--- src/rtl/sine_tdm_sched.sv ---
// Time-division scheduler that shares one sine_gen lookup among NCH oscillator channels.
// A frame issues one phase word per clock, then realigns the returned sin/cos words to their
// channels and publishes all channels together with a one-cycle done strobe.
module sine_tdm_sched #(
  parameter int unsigned NCH = 4,
  parameter int unsigned fsz = 24,
  parameter int unsigned psz = 12,
  parameter int unsigned osz = 18,
  parameter int unsigned LAT = 3
) (
  input  logic                    clk,
  input  logic                    reset,
  input  logic                    tick,
  input  logic                    wr,
  input  logic [$clog2(NCH)-1:0]  wr_ch,
  input  logic [fsz-1:0]          wr_data,
  output logic [psz-1:0]          phs,
  input  logic signed [osz-1:0]   sin_in,
  input  logic signed [osz-1:0]   cos_in,
  output logic [NCH*osz-1:0]      sin_out,
  output logic [NCH*osz-1:0]      cos_out,
  output logic                    done,
  output logic                    busy,
  output logic                    overrun
);

  localparam int unsigned SW = $clog2(NCH);

  typedef enum logic [1:0] {StIdle, StIssue, StDrain} state_e;

  state_e            r_state, w_state_d;
  logic [SW-1:0]     r_slot, w_slot_d;

  logic [fsz-1:0]    r_sh  [NCH];
  logic [fsz-1:0]    r_ai  [NCH];
  logic [fsz-1:0]    r_acc [NCH];
  logic [psz-1:0]    r_phs;

  // Slot tags travelling alongside the sine_gen pipeline
  logic [LAT-1:0]    r_pv;
  logic [SW-1:0]     r_ps [LAT];

  // Last slot bypasses holding straight to the outputs, so only NCH-1 holding entries
  logic [osz-1:0]    r_hs [NCH-1];
  logic [osz-1:0]    r_hc [NCH-1];
  logic [NCH*osz-1:0] r_sin_out, r_cos_out;
  logic              r_done;
  logic              r_ovr;

  logic              w_accept;
  logic              w_issue;
  logic              w_cap;
  logic              w_last;

  assign w_accept = (r_state == StIdle) && tick;
  assign w_issue  = (r_state == StIssue);
  assign w_cap    = r_pv[LAT-1];
  assign w_last   = w_cap && (r_ps[LAT-1] == SW'(NCH - 1));

  assign phs     = r_phs;
  assign sin_out = r_sin_out;
  assign cos_out = r_cos_out;
  assign done    = r_done;
  assign busy    = (r_state != StIdle);
  assign overrun = r_ovr;

  // FSM state and slot register
  always_ff @(posedge clk) begin
    if (reset) begin
      r_state <= StIdle;
      r_slot  <= '0;
    end else begin
      r_state <= w_state_d;
      r_slot  <= w_slot_d;
    end
  end

  // FSM next state: idle -> issue one slot per cycle -> drain until last capture
  always_comb begin
    w_state_d = r_state;
    w_slot_d  = r_slot;
    case (r_state)
      StIdle: begin
        if (tick) begin
          w_state_d = StIssue;
          w_slot_d  = '0;
        end
      end
      StIssue: begin
        if (r_slot == SW'(NCH - 1)) begin
          w_state_d = StDrain;
        end else begin
          w_slot_d = r_slot + SW'(1);
        end
      end
      StDrain: begin
        if (w_last) begin
          w_state_d = StIdle;
        end
      end
      default: w_state_d = StIdle;
    endcase
  end

  // Per-channel shadow/active increments and phase accumulators
  always_ff @(posedge clk) begin
    if (reset) begin
      for (int k = 0; k < int'(NCH); k++) begin
        r_sh[k]  <= '0;
        r_ai[k]  <= '0;
        r_acc[k] <= '0;
      end
    end else begin
      // Active increments latch from the shadows before a same-edge write lands
      if (w_accept) begin
        for (int k = 0; k < int'(NCH); k++) begin
          r_ai[k] <= r_sh[k];
        end
      end
      if (w_issue) begin
        r_acc[r_slot] <= r_acc[r_slot] + r_ai[r_slot];
      end
      if (wr && (int'(wr_ch) < int'(NCH))) begin
        r_sh[wr_ch] <= wr_data;
      end
    end
  end

  // Phase word to sine_gen: slot 0 loads on the accepting edge, then one slot per edge
  always_ff @(posedge clk) begin
    if (reset) begin
      r_phs <= '0;
    end else if (w_accept) begin
      r_phs <= r_acc[0][fsz-1 -: psz];
    end else if (w_issue && (r_slot != SW'(NCH - 1))) begin
      r_phs <= r_acc[r_slot + SW'(1)][fsz-1 -: psz];
    end
  end

  // Slot tag pipeline matching the sine_gen latency
  always_ff @(posedge clk) begin
    if (reset) begin
      r_pv <= '0;
      for (int i = 0; i < int'(LAT); i++) begin
        r_ps[i] <= '0;
      end
    end else begin
      r_pv[0] <= w_issue;
      r_ps[0] <= r_slot;
      for (int i = 1; i < int'(LAT); i++) begin
        r_pv[i] <= r_pv[i-1];
        r_ps[i] <= r_ps[i-1];
      end
    end
  end

  // Capture returned words; publish the whole frame at once on the last capture
  always_ff @(posedge clk) begin
    if (reset) begin
      for (int k = 0; k < int'(NCH) - 1; k++) begin
        r_hs[k] <= '0;
        r_hc[k] <= '0;
      end
      r_sin_out <= '0;
      r_cos_out <= '0;
      r_done    <= 1'b0;
    end else begin
      r_done <= w_last;
      if (w_cap && !w_last) begin
        r_hs[r_ps[LAT-1]] <= sin_in;
        r_hc[r_ps[LAT-1]] <= cos_in;
      end
      if (w_last) begin
        for (int k = 0; k < int'(NCH) - 1; k++) begin
          r_sin_out[k*osz +: osz] <= r_hs[k];
          r_cos_out[k*osz +: osz] <= r_hc[k];
        end
        r_sin_out[(NCH-1)*osz +: osz] <= sin_in;
        r_cos_out[(NCH-1)*osz +: osz] <= cos_in;
      end
    end
  end

  // Sticky overrun: a tick that arrives while a frame is in progress
  always_ff @(posedge clk) begin
    if (reset) begin
      r_ovr <= 1'b0;
    end else if (tick && (r_state != StIdle)) begin
      r_ovr <= 1'b1;
    end
  end

endmodule

--- config.mk ---
export PLATFORM = sky130hd
export DESIGN_NAME = sine_tdm_sched
export DESIGN_NICKNAME = d
export VERILOG_FILES = /design/src/rtl/sine_tdm_sched.sv
export SDC_FILE = /design/constraint.sdc
export NUM_CORES = 1
export LEC_CHECK = 0
export ABC_AREA = 1
export BUFFER_PORTS_ARGS = -buffer_cell sky130_fd_sc_hd__buf_2
export CORE_MARGIN = 1.5
export CORE_UTILIZATION = 45
export CTS_CLUSTER_SIZE = 30
export DETAILED_ROUTE_END_ITERATION = 16
export HOLD_SLACK_MARGIN = 0.1
export PLACE_DENSITY = 0.62
export RECOVER_POWER = 50
export SYNTH_ARGS = -nofsm -noshare
export SYNTH_HDL_FRONTEND = slang
export SYNTH_SLANG_ARGS = --single-unit
--- constraint.sdc ---
create_clock -name clk -period 4.12 [get_ports clk]
set_input_delay 0.412 -clock clk [delete_from_list [all_inputs] [get_ports clk]]
set_output_delay 0.412 -clock clk [all_outputs]
set_load 0.01 [all_outputs]
==> flow_metrics.py <==
metrics = {
    "clock_tree": {
        "numCtsBuffers": 58,
        "cts-root-buf": "clkbuf_16",
        "cts_sinks": 569,
        "postCtsSetupBuffers": 0,
        "path_clk_slew_ps": 60,
        "clock_path_buffers": 3,
        "cts_tree": "done",
        "clk-insertion-delay-late_ps": 620,
        "htreeDepth": 2,
    },
    "sta": {
        "rsz0062_at_grt": "false",
        "max_freq_ghz": 0.282,
        "hold-worst-slack_ps": 137,
        "worst_slew_pin_slew_ps": 3060,
        "min_period_ps": 3550,
        "slew_viol_final": 249,
        "setup_viol": 0,
        "hold_viol": 0,
        "post-route-period-util": 0.862,
        "fin_worst_skew_ps": 24.4,
        "tns_ps": 0,
        "relSlewSlack": -1.04,
    },
    "floorplanning": {
        "fp.dieH_microns": 234,
        "io_pins": 225,
        "initial_core_util": 0.456,
        "die_width_microns": 234,
        "placementRows": 84,
        "core_area_sq_um": 52700,
        "die_area_sq_um": 54800,
    },
    "synth": {
        "async_flop_share": 0,
        "synth_ff_type": "edfxtp_1",
        "synth_area_leader_cell": "edfxtp_1",
        "yosys-top-cells-count": "476 x nor2_1, 396 x edfxtp_1, 363 x nand2_1, 273 x inv_1, 174 x nand3_1",
        "yosysTopAreaCellShare": 0.495,
        "syn_area_sq_um": 24000,
        "synth_cell_type_count": 40,
        "syn_nets": 2585,
        "synth_edf_count": 396,
        "ys_warn_count": 0,
        "ys_ff_latch": 569,
        "yosys-top-cells-area": "edfxtp_1 49%, dfxtp_1 14%, nor2_1 7.4%",
        "seq_area_frac_synth": 0.639,
        "postSynthAreaPerCell_sq_um": 9.63,
        "synthMostInstantiatedCell": "nor2_1",
        "syn_inst": 2494,
    },
    "cells_and_area": {
        "layout-drive-gt1-share": 0.0916,
        "final_nets": 2803,
        "syn2layout_area_growth_pct": 15.7,
        "n_antenna_cell": 0,
        "fin_cells": 3449,
        "fill_cells": 4888,
    },
    "routing": {
        "drt-initial-drc-count": 1249,
        "final_antenna_net_count": 0,
        "num_vias": 17856,
        "wirelength_microns": 61300,
        "drc": 0,
        "vias_per_cell": 5.18,
        "routedWlPerCell_microns": 17.8,
        "drt_first_pass_iters": 5,
    },
    "grt": {
        "grt_pass1_vias": 17345,
        "overflow": 0,
        "grt_max_degree": 90,
        "antenna_found_initial": 0,
        "track_usage": 0.222,
        "grt_pass1_wl_microns": 95200,
    },
    "worst_setup_path": {
        "start_kind": "flip-flop",
        "cp.arrival_ps": 3890,
        "crit_type": "flip-flop to flip-flop",
        "worst_setup_path_end_kind": "flip-flop",
        "cp.required_ps": 4460,
        "cp_max_fo": 44,
    },
    "power": {
        "p_leak_nw": 11.1,
        "vdd_drop_max_uv": 327,
        "power.density_nw_per_um2": 484,
    },
    "min_path": {
        "min_path_type": "input pin to flip-flop",
    },
    "place": {
        "portBuffers": 224,
        "dp.cells": 3306,
        "gp_congestion": 0.875,
        "place.detailed.hpwl_microns": 39200,
    },
    "status": {
        "violations": "capacitance limit, slew limit",
        "status": "finished with violations",
    },
    "job": {
        "max_cap_violations": 7,
    },
}
[cells in the final DEF (no fill, tap or decap), types with 3 or more instances in the layout]
cell type	instances
clkbuf_8	11
ha_1	24
buf_12	5
inv_2	8
nor2_2	5
nand3_2	10
o21ai_0	133
bufinv_16	3
xor2_1	3
clkinv_1	10
a21oi_1	171
inv_1	274
xnor2_1	3
buf_4	26
nand3b_1	7
nand2_4	3
nor2_4	6
nand2_2	13
nor2_1	476
clkbuf_16	60
inv_4	3
a31oi_1	4
buf_2	63
o2111ai_1	4
o22ai_1	42
nand2_1	362
inv_6	3
edfxtp_1	396
clkbuf_1	176
dfxtp_1	171
nor3_1	33
or2_2	7
nand4_1	5
dlygate4sd3_1	34
clkinv_2	10
nor3_2	3
nand3_1	174
[worst max-delay path, stage by stage (launching register included)]
cell and delay, ps:
dfxtp_2 320, inv_1 690, buf_12 300, o21ai_0 100, o21ai_0 460, ha_1 380
nand2_2 120, inv_1 80, nand2_1 70, nor2_2 160, nand3b_1 190, nand3_1 140
nand2_1 70, nand3_2 100, nor2_1 60
[worst paths after layout]
kind,end,cells after the start,start,slack [ps]
worst max-delay path,r_acc[1][19],14,flip-flop,570
worst min-delay path,r_sh[0][12],3,wr_data[12],140
worst min register to register,r_pv[2],2,r_pv[1],390
worst max register to register,r_acc[1][19],14,flip-flop,570
[stage by stage]
| step | setup WS (ps) | instance area, sq um | power, mW | utilization |
|---|---|---|---|---|
| final | 570 | 27800 | 13.5 | 0.528 |
| after global routing | 336 | 27800 | 14.0 | 0.528 |
| after CTS | 881 | 28100 | 13.6 | 0.534 |
| after detailed placement | 897 | 25800 | 8.26 | 0.490 |
| after global placement | 931 | 25800 | 8.24 | 0.490 |
| after floorplan | 592 | 24000 | 7.75 | - |
[cells by family after synthesis]
logic type,synth area share
and+or+nand+nor,0.194
DFF,0.639
buffers and inverters,0.0713
AOI/OAI and AO/OA,0.0789
adders and majority gates,0.0133
xor gates and xnor gates,0.00286
[layout make-up]
cell class	instances	area (sq um)	share of cell area
clock inverters	32	262	0.00940
multi-input cells	1499	6980	0.251
clock buffers	77	1680	0.0603
repair buffers	300	1600	0.0576
flip-flops and latches	569	15400	0.552
well taps	688	861	0.0310
inverters	284	1070	0.0384
[registers in the layout, indices dropped and copies added, names as in the netlist, 2 cells and up, named ones only]
name     flops
sin_out     72
r_sh        96
cos_out     72
r_acc       96
r_hs        54
r_ai        96
r_pv         3
phs         12
r_ps         6
r_state      2
r_slot       2
r_hc        54
[layer usage]
metal | up-vias | GRT usage | routed length [microns]
li1 | 8678 | - | -
met1 | 8601 | 0.290 | 26600
met2 | 488 | 0.384 | 30200
met3 | 89 | 0.0303 | 3220
met4 | 0 | 0.0641 | 1320
met5 | - | 0 | 0
[report_power, final]
group / internal [mW] / leakage, nW / switching, mW
Combinational: 0.490 / 4.68 / 1.16
Clock: 3.05 / 0.959 / 2.25
Sequential: 6.41 / 5.49 / 0.0943
Total: 9.95 / 11.1 / 3.51
[timing repair]
item / CTS / global route
resized for setup: 0 / 0
hold buffers: 34 / 0
hold endpoints to repair: 34 / 0
Note: power is estimated with default switching activity, not from simulation.
